File: src/rtl/mips_mc_pkg.sv
// Shared encodings for the multicycle MIPS control FSM: state enum, opcode and
// funct values, ALU operation classes, ALU control codes and the control bundle.
package mips_mc_pkg;

    // Twelve FSM states; encodings 12..15 are unused and recover to FETCH.
    typedef enum logic [3:0] {
        S_FETCH    = 4'd0,
        S_DECODE   = 4'd1,
        S_MEMADR   = 4'd2,
        S_MEMRD    = 4'd3,
        S_MEMWB    = 4'd4,
        S_MEMWR    = 4'd5,
        S_EXECUTE  = 4'd6,
        S_ALUWB    = 4'd7,
        S_BRANCH   = 4'd8,
        S_ADDIEXEC = 4'd9,
        S_ADDIWB   = 4'd10,
        S_JUMP     = 4'd11
    } state_e;

    // Primary opcodes (instr[31:26])
    localparam logic [5:0] OP_RTYPE = 6'b000000;
    localparam logic [5:0] OP_LW    = 6'b100011;
    localparam logic [5:0] OP_SW    = 6'b101011;
    localparam logic [5:0] OP_BEQ   = 6'b000100;
    localparam logic [5:0] OP_BNE   = 6'b000101;
    localparam logic [5:0] OP_ADDI  = 6'b001000;
    localparam logic [5:0] OP_J     = 6'b000010;

    // R-type function codes (instr[5:0])
    localparam logic [5:0] FN_ADD = 6'b100000;
    localparam logic [5:0] FN_SUB = 6'b100010;
    localparam logic [5:0] FN_AND = 6'b100100;
    localparam logic [5:0] FN_OR  = 6'b100101;
    localparam logic [5:0] FN_SLT = 6'b101010;

    // What the ALU is asked to do in a given state
    typedef enum logic [1:0] {
        ALUOP_ADD   = 2'd0,
        ALUOP_SUB   = 2'd1,
        ALUOP_FUNCT = 2'd2
    } aluop_e;

    // ALU control codes seen by the datapath
    localparam logic [2:0] ALU_ADD = 3'b010;
    localparam logic [2:0] ALU_SUB = 3'b110;
    localparam logic [2:0] ALU_AND = 3'b000;
    localparam logic [2:0] ALU_OR  = 3'b001;
    localparam logic [2:0] ALU_SLT = 3'b111;

    // Every datapath control in one bundle so reset gating is a single assignment
    typedef struct packed {
        logic       pcwrite;
        logic       iord;
        logic       memwrite;
        logic       irwrite;
        logic       regdst;
        logic       memtoreg;
        logic       regwrite;
        logic       alusrca;
        logic [1:0] alusrcb;
        logic [1:0] pcsrc;
        logic [2:0] alucontrol;
        logic       illegal_op;
        logic       instr_done;
    } ctrl_t;

endpackage

File: src/rtl/mips_alu_dec.sv
// ALU decoder: maps the state's ALU operation class and the R-type funct field
// to the 3-bit ALU control code, and flags whether funct is a supported R-type op.
module mips_alu_dec
    import mips_mc_pkg::*;
(
    input  aluop_e     aluop_i,
    input  logic [5:0] funct_i,
    output logic [2:0] alucontrol_o,
    output logic       funct_legal_o
);

    // Legality depends on funct alone, kept apart so DECODE can use it without
    // creating a combinational path back through aluop.
    always_comb begin
        unique case (funct_i)
            FN_ADD, FN_SUB, FN_AND, FN_OR, FN_SLT: funct_legal_o = 1'b1;
            default:                               funct_legal_o = 1'b0;
        endcase
    end

    // Select the ALU code from the operation class, consulting funct for R-types
    always_comb begin
        alucontrol_o = ALU_ADD;
        case (aluop_i)
            ALUOP_ADD: alucontrol_o = ALU_ADD;
            ALUOP_SUB: alucontrol_o = ALU_SUB;
            ALUOP_FUNCT: begin
                case (funct_i)
                    FN_ADD:  alucontrol_o = ALU_ADD;
                    FN_SUB:  alucontrol_o = ALU_SUB;
                    FN_AND:  alucontrol_o = ALU_AND;
                    FN_OR:   alucontrol_o = ALU_OR;
                    FN_SLT:  alucontrol_o = ALU_SLT;
                    default: alucontrol_o = ALU_ADD;
                endcase
            end
            default: alucontrol_o = ALU_ADD;
        endcase
    end

endmodule

File: src/rtl/mips_mc_ctrl.sv
// Multicycle MIPS control FSM. Sequences fetch/decode/execute/memory/writeback,
// stalls FETCH/MEMRD/MEMWR on mem_ready, and keeps a sticky illegal-op flag.
// Optional feature: define MIPS_MC_BNE_EN to decode bne (op 000101) as a branch
// taken on ~zero; without it bne is treated as an illegal opcode.
module mips_mc_ctrl
    import mips_mc_pkg::*;
(
    input  logic       clk,
    input  logic       reset,
    input  logic [5:0] op,
    input  logic [5:0] funct,
    input  logic       zero,
    input  logic       mem_ready,
    output logic       pcwrite,
    output logic       iord,
    output logic       memwrite,
    output logic       irwrite,
    output logic       regdst,
    output logic       memtoreg,
    output logic       regwrite,
    output logic       alusrca,
    output logic [1:0] alusrcb,
    output logic [1:0] pcsrc,
    output logic [2:0] alucontrol,
    output logic       illegal_op,
    output logic       instr_done
);

    state_e     state_q, state_d;
    logic       illegal_q, illegal_d;
    aluop_e     aluop;
    logic       alu_used;
    logic [2:0] alucontrol_dec;
    logic       funct_legal;
    logic       branch_taken;
    ctrl_t      ctrl_base;
    ctrl_t      ctrl_out;

    mips_alu_dec u_alu_dec (
        .aluop_i       (aluop),
        .funct_i       (funct),
        .alucontrol_o  (alucontrol_dec),
        .funct_legal_o (funct_legal)
    );

    // Branch condition: beq on zero, bne (when enabled) on not-zero
`ifdef MIPS_MC_BNE_EN
    assign branch_taken = (op == OP_BNE) ? ~zero : zero;
`else
    assign branch_taken = zero;
`endif

    // State and sticky illegal flag; synchronous reset returns to FETCH
    always_ff @(posedge clk) begin
        // NOTE: sequential state uses non-blocking assignments so every flop samples
        // pre-edge values regardless of statement order.
        if (reset) begin
            state_q   <= S_FETCH;
            illegal_q <= 1'b0;
        end else begin
            state_q   <= state_d;
            illegal_q <= illegal_d;
        end
    end

    // Next-state and Moore controls, with mem_ready/zero qualifying the few live bits
    always_comb begin
        // NOTE: every output of this block gets a default first so no path through
        // the case statement can leave one unassigned and infer a latch.
        ctrl_base = '0;
        state_d   = S_FETCH;
        illegal_d = illegal_q;
        aluop     = ALUOP_ADD;
        alu_used  = 1'b0;

        case (state_q)
            S_FETCH: begin
                ctrl_base.alusrcb = 2'b01;
                alu_used          = 1'b1;
                ctrl_base.irwrite = mem_ready;
                ctrl_base.pcwrite = mem_ready;
                state_d           = mem_ready ? S_DECODE : S_FETCH;
            end
            S_DECODE: begin
                ctrl_base.alusrcb = 2'b11;
                alu_used          = 1'b1;
                case (op)
                    OP_LW, OP_SW: state_d = S_MEMADR;
                    OP_RTYPE: begin
                        if (funct_legal) begin
                            state_d = S_EXECUTE;
                        end else begin
                            state_d   = S_FETCH;
                            illegal_d = 1'b1;
                        end
                    end
                    OP_BEQ:  state_d = S_BRANCH;
`ifdef MIPS_MC_BNE_EN
                    OP_BNE:  state_d = S_BRANCH;
`endif
                    OP_ADDI: state_d = S_ADDIEXEC;
                    OP_J:    state_d = S_JUMP;
                    default: begin
                        state_d   = S_FETCH;
                        illegal_d = 1'b1;
                    end
                endcase
            end
            S_MEMADR: begin
                ctrl_base.alusrca = 1'b1;
                ctrl_base.alusrcb = 2'b10;
                alu_used          = 1'b1;
                state_d           = (op == OP_SW) ? S_MEMWR : S_MEMRD;
            end
            S_MEMRD: begin
                ctrl_base.iord = 1'b1;
                state_d        = mem_ready ? S_MEMWB : S_MEMRD;
            end
            S_MEMWB: begin
                ctrl_base.memtoreg   = 1'b1;
                ctrl_base.regwrite   = 1'b1;
                ctrl_base.instr_done = 1'b1;
            end
            S_MEMWR: begin
                ctrl_base.iord       = 1'b1;
                ctrl_base.memwrite   = 1'b1;
                ctrl_base.instr_done = mem_ready;
                state_d              = mem_ready ? S_FETCH : S_MEMWR;
            end
            S_EXECUTE: begin
                ctrl_base.alusrca = 1'b1;
                aluop             = ALUOP_FUNCT;
                alu_used          = 1'b1;
                state_d           = S_ALUWB;
            end
            S_ALUWB: begin
                ctrl_base.regdst     = 1'b1;
                ctrl_base.regwrite   = 1'b1;
                ctrl_base.instr_done = 1'b1;
            end
            S_BRANCH: begin
                ctrl_base.alusrca    = 1'b1;
                ctrl_base.pcsrc      = 2'b01;
                ctrl_base.pcwrite    = branch_taken;
                ctrl_base.instr_done = 1'b1;
                aluop                = ALUOP_SUB;
                alu_used             = 1'b1;
            end
            S_ADDIEXEC: begin
                ctrl_base.alusrca = 1'b1;
                ctrl_base.alusrcb = 2'b10;
                alu_used          = 1'b1;
                state_d           = S_ADDIWB;
            end
            S_ADDIWB: begin
                ctrl_base.regwrite   = 1'b1;
                ctrl_base.instr_done = 1'b1;
            end
            S_JUMP: begin
                ctrl_base.pcsrc      = 2'b10;
                ctrl_base.pcwrite    = 1'b1;
                ctrl_base.instr_done = 1'b1;
            end
            default: state_d = S_FETCH;
        endcase
    end

    // Merge in ALU code and sticky flag, then hold everything at 0 during reset
    always_comb begin
        ctrl_out            = ctrl_base;
        ctrl_out.alucontrol = alu_used ? alucontrol_dec : 3'b000;
        ctrl_out.illegal_op = illegal_q;
        if (reset) begin
            ctrl_out = '0;
        end
    end

    assign pcwrite    = ctrl_out.pcwrite;
    assign iord       = ctrl_out.iord;
    assign memwrite   = ctrl_out.memwrite;
    assign irwrite    = ctrl_out.irwrite;
    assign regdst     = ctrl_out.regdst;
    assign memtoreg   = ctrl_out.memtoreg;
    assign regwrite   = ctrl_out.regwrite;
    assign alusrca    = ctrl_out.alusrca;
    assign alusrcb    = ctrl_out.alusrcb;
    assign pcsrc      = ctrl_out.pcsrc;
    assign alucontrol = ctrl_out.alucontrol;
    assign illegal_op = ctrl_out.illegal_op;
    assign instr_done = ctrl_out.instr_done;

endmodule

File: config.mk
export PLATFORM = sky130hd
export DESIGN_NAME = mips_mc_ctrl
export DESIGN_NICKNAME = d
export VERILOG_FILES = /design/src/rtl/mips_mc_pkg.sv /design/src/rtl/mips_alu_dec.sv /design/src/rtl/mips_mc_ctrl.sv
export SDC_FILE = /design/constraint.sdc
export NUM_CORES = 1
export LEC_CHECK = 0
export ABC_CLOCK_PERIOD_IN_PS = 2110
export BUFFER_PORTS_ARGS = -buffer_cell sky130_fd_sc_hd__buf_2
export CORE_UTILIZATION = 45
export CTS_CLUSTER_DIAMETER = 40
export CTS_CLUSTER_SIZE = 20
export DETAILED_ROUTE_END_ITERATION = 16
export PLACE_DENSITY = 0.78
export SYNTH_ARGS = -nofsm -noshare
export SYNTH_HDL_FRONTEND = slang
export SYNTH_SLANG_ARGS = --single-unit
export TNS_END_PERCENT = 20
File: constraint.sdc
create_clock -name clk -period 2.11 [get_ports clk]
set_input_delay 0.1055 -clock clk [delete_from_list [all_inputs] [get_ports clk]]
set_output_delay 0.1055 -clock clk [all_outputs]
set_load 0.05 [all_outputs]
==> results.yml <==
timing:
  fin_tns_setup_ns: 0
  finalHoldViolCount: 0
  period_share_pct: 93.9
  fin_crit_ns: 1.98
  setup-violations-final: 0
  worst_pin_slew_ns: 0.369
  drv_slew: 0
  fin_ws_ns: 0.128
  whs_ns: 0.216
  slew-limit-headroom_pct: 75.2
  finClkSkew_ns: 0.0000749
  fmax_mhz: 505
pwr:
  power.switching_uw: 112
  max-vdd-ir-drop_mv: 0.298
  swShare_pct: 34.9
  cellPowerDensity_mw_per_mm2: 316
  p_comb_share_pct: 34.6
  intPower_uw: 210
  seq_power_share_pct: 31.0
  p_leak_uw: 0.000434
  clkPwrFrac_pct: 34.4
synth:
  syn-cell-area_sq_um: 708
  async_reset_ff_share_pct: 0
  synth_nets: 120
  synth_edf_count: 0
  synth_top_flop_cell: "dfxtp_1"
  yosysUniqueCellTypes: 42
  yosys_warnings: 0
  syn_avg_cell_area_sq_um: 6.94
  seq_area_frac_synth_pct: 14.1
  ys_ff_latch: 5
  synthCells: 102
die:
  dieArea_sq_mm: 0.00174
  io_pins: 33
  fp-row-count: 13
  core_area_sq_mm: 0.00138
  die_w_um: 41.7
  start_util_pct: 51.2
  die_y_um: 41.7
route:
  totalWireLength_mm: 1.97
  vias: 922
  drcViolationCount: 0
  wl_per_cell_um: 12.5
  drtIter0Drc: 27
  viasPerCell: 5.87
  first_pass_iters: 4
  ant_nets: 0
flow_run:
  cap_violations: 0
place:
  dp_slack_ns: 0.273
  portBuffers: 32
  routabilityCongestion: 0.922
  dp_hpwl_mm: 1.44
setup_path:
  critPathMaxFanout: 4
  crit_arrival_ns: 1.88
  criticalPathCategory: "reg -> out"
  critPathRequiredTime_ns: 2.00
  cp-start-kind: "flop"
  endpoint_kind: "output pin"
grt:
  overflow: 0
  grt_usage_pct: 22.4
  antenna_found_initial: 0
  grt_max_degree: 18
  grt_pass1_vias: 750
  grt_pass1_wl_mm: 3.14
clock_network:
  cts_made_buffers: 3
  cts_hold_buf: 0
  cts_buffer_depth: 2
  cts-root-buf: "clkbuf_4"
  clock-sinks: 5
  htreeDepth: 1
  clk_latency_ns: 0.24
  path_clk_slew_ns: 0.04
  cts_tree: "done"
final_layout:
  syn2layout_area_growth_pct: 44.0
  layout_commonest_cell: "buf_2"
  multi_input_area_sq_um: 602
  layout_common_cells: "buf_2, nor2_1, buf_4"
  final_core_util_pct: 73.8
  antenna_cells: 0
  nets: 161
  regArea_sq_um: 100
  fill_cells: 120
  layout-drive-gt1-share_pct: 40.8
hold_path:
  hold_path_class: "in -> reg"
outcome:
  outcome: "finished clean"
-- power by group through the flow --
stage          clock network (uW)  registers [uW]  logic (uW)
2_1_floorplan                   0             102        70.4
3_3_place_gp                    0             101         107
3_5_place_dp                    0             101         109
4_1_cts                       113            99.7         109
5_1_grt                       121             100         122
6_report                      111            99.8         111
-- layer usage --
| layer | up-vias | part of all wire, % | GRT usage, % |
|---|---|---|---|
| met5 | - | 0 | 0 |
| met4 | 0 | 1.5 | 9.03 |
| met3 | 4 | 4.1 | 3.04 |
| met2 | 37 | 48 | 35.9 |
| met1 | 415 | 46 | 30.1 |
| li1 | 466 | - | - |
-- metrics by stage --
stage          std cells  power (uW)  cell area [sq um]
3_3_place_gp         148         208                920
3_5_place_dp         148         211                920
4_1_cts              152         322                946
5_1_grt              157         342               1020
6_report             157         322               1020
2_1_floorplan        102         172                727
-- registers in the layout, indices dropped and copies added (netlist names) --
register   flops
illegal_q      1
state_q        4
-- kinds of logic (layout without fill, tap and decap cells) --
group           Yosys count  after routing  share of synthesized area (%)
fa+ha+maj                 2              2                           3.53
buf+inv                  13             53                           7.07
flops                     5              5                           14.1
simple gates             47             47                           37.5
mux                       3              3                           4.42
xor+xnor                  3              3                           3.71
compound gates           29             29                           29.7
-- worst max-delay path, cell delays in order (launching register included) --
cell and delay, ns:
dfxtp_1 0.32, nand2b_1 0.19, or2_2 0.35, inv_1 0.07
ha_2 0.20, nand2_1 0.07, nor4_2 0.20, buf_4 0.23
-- worst paths after layout --
| check | from | endpoint | slack (ns) | depth (start not counted) |
|---|---|---|---|---|
| max | state_q[0] | alucontrol[0] | 0.13 | 7 |
| min | op[2] | state_q[0] | 0.22 | 3 |
| max reg2reg | state_q[1] | state_q[0] | 0.41 | 5 |
| min reg2reg | illegal_q | illegal_q | 0.62 | 2 |
-- synthesized netlist by cell type, types with 3 or more instances --
cell type | n | area share [%]
a211oi_1 | 3 | 3.2
a21oi_1 | 5 | 3.5
inv_1 | 7 | 3.7
dfxtp_1 | 5 | 14
nor3_1 | 6 | 4.2
nand2b_1 | 4 | 3.5
nand2_1 | 5 | 2.7
nor2b_1 | 3 | 2.7
nor2_1 | 11 | 5.8
nor4_1 | 3 | 2.7
clkbuf_1 | 4 | 2.1
a32oi_1 | 3 | 3.7
o21ai_0 | 3 | 2.1
nand3_1 | 3 | 2.1
-- repair_timing --
item                                    CTS  global route
endpoints found under the setup margin    0             3
buffers inserted                          0             5
resized for setup                         0            10
-- area by class of cell --
type	instances	area share, %
Timing Repair Buffer	42	24.2
Tap cell	15	1.84
Sequential cell	5	9.82
Multi-Input combinational cell	84	59.0
Inverter	7	2.58
Clock buffer	4	2.58
(Power assumes the default switching activity.)
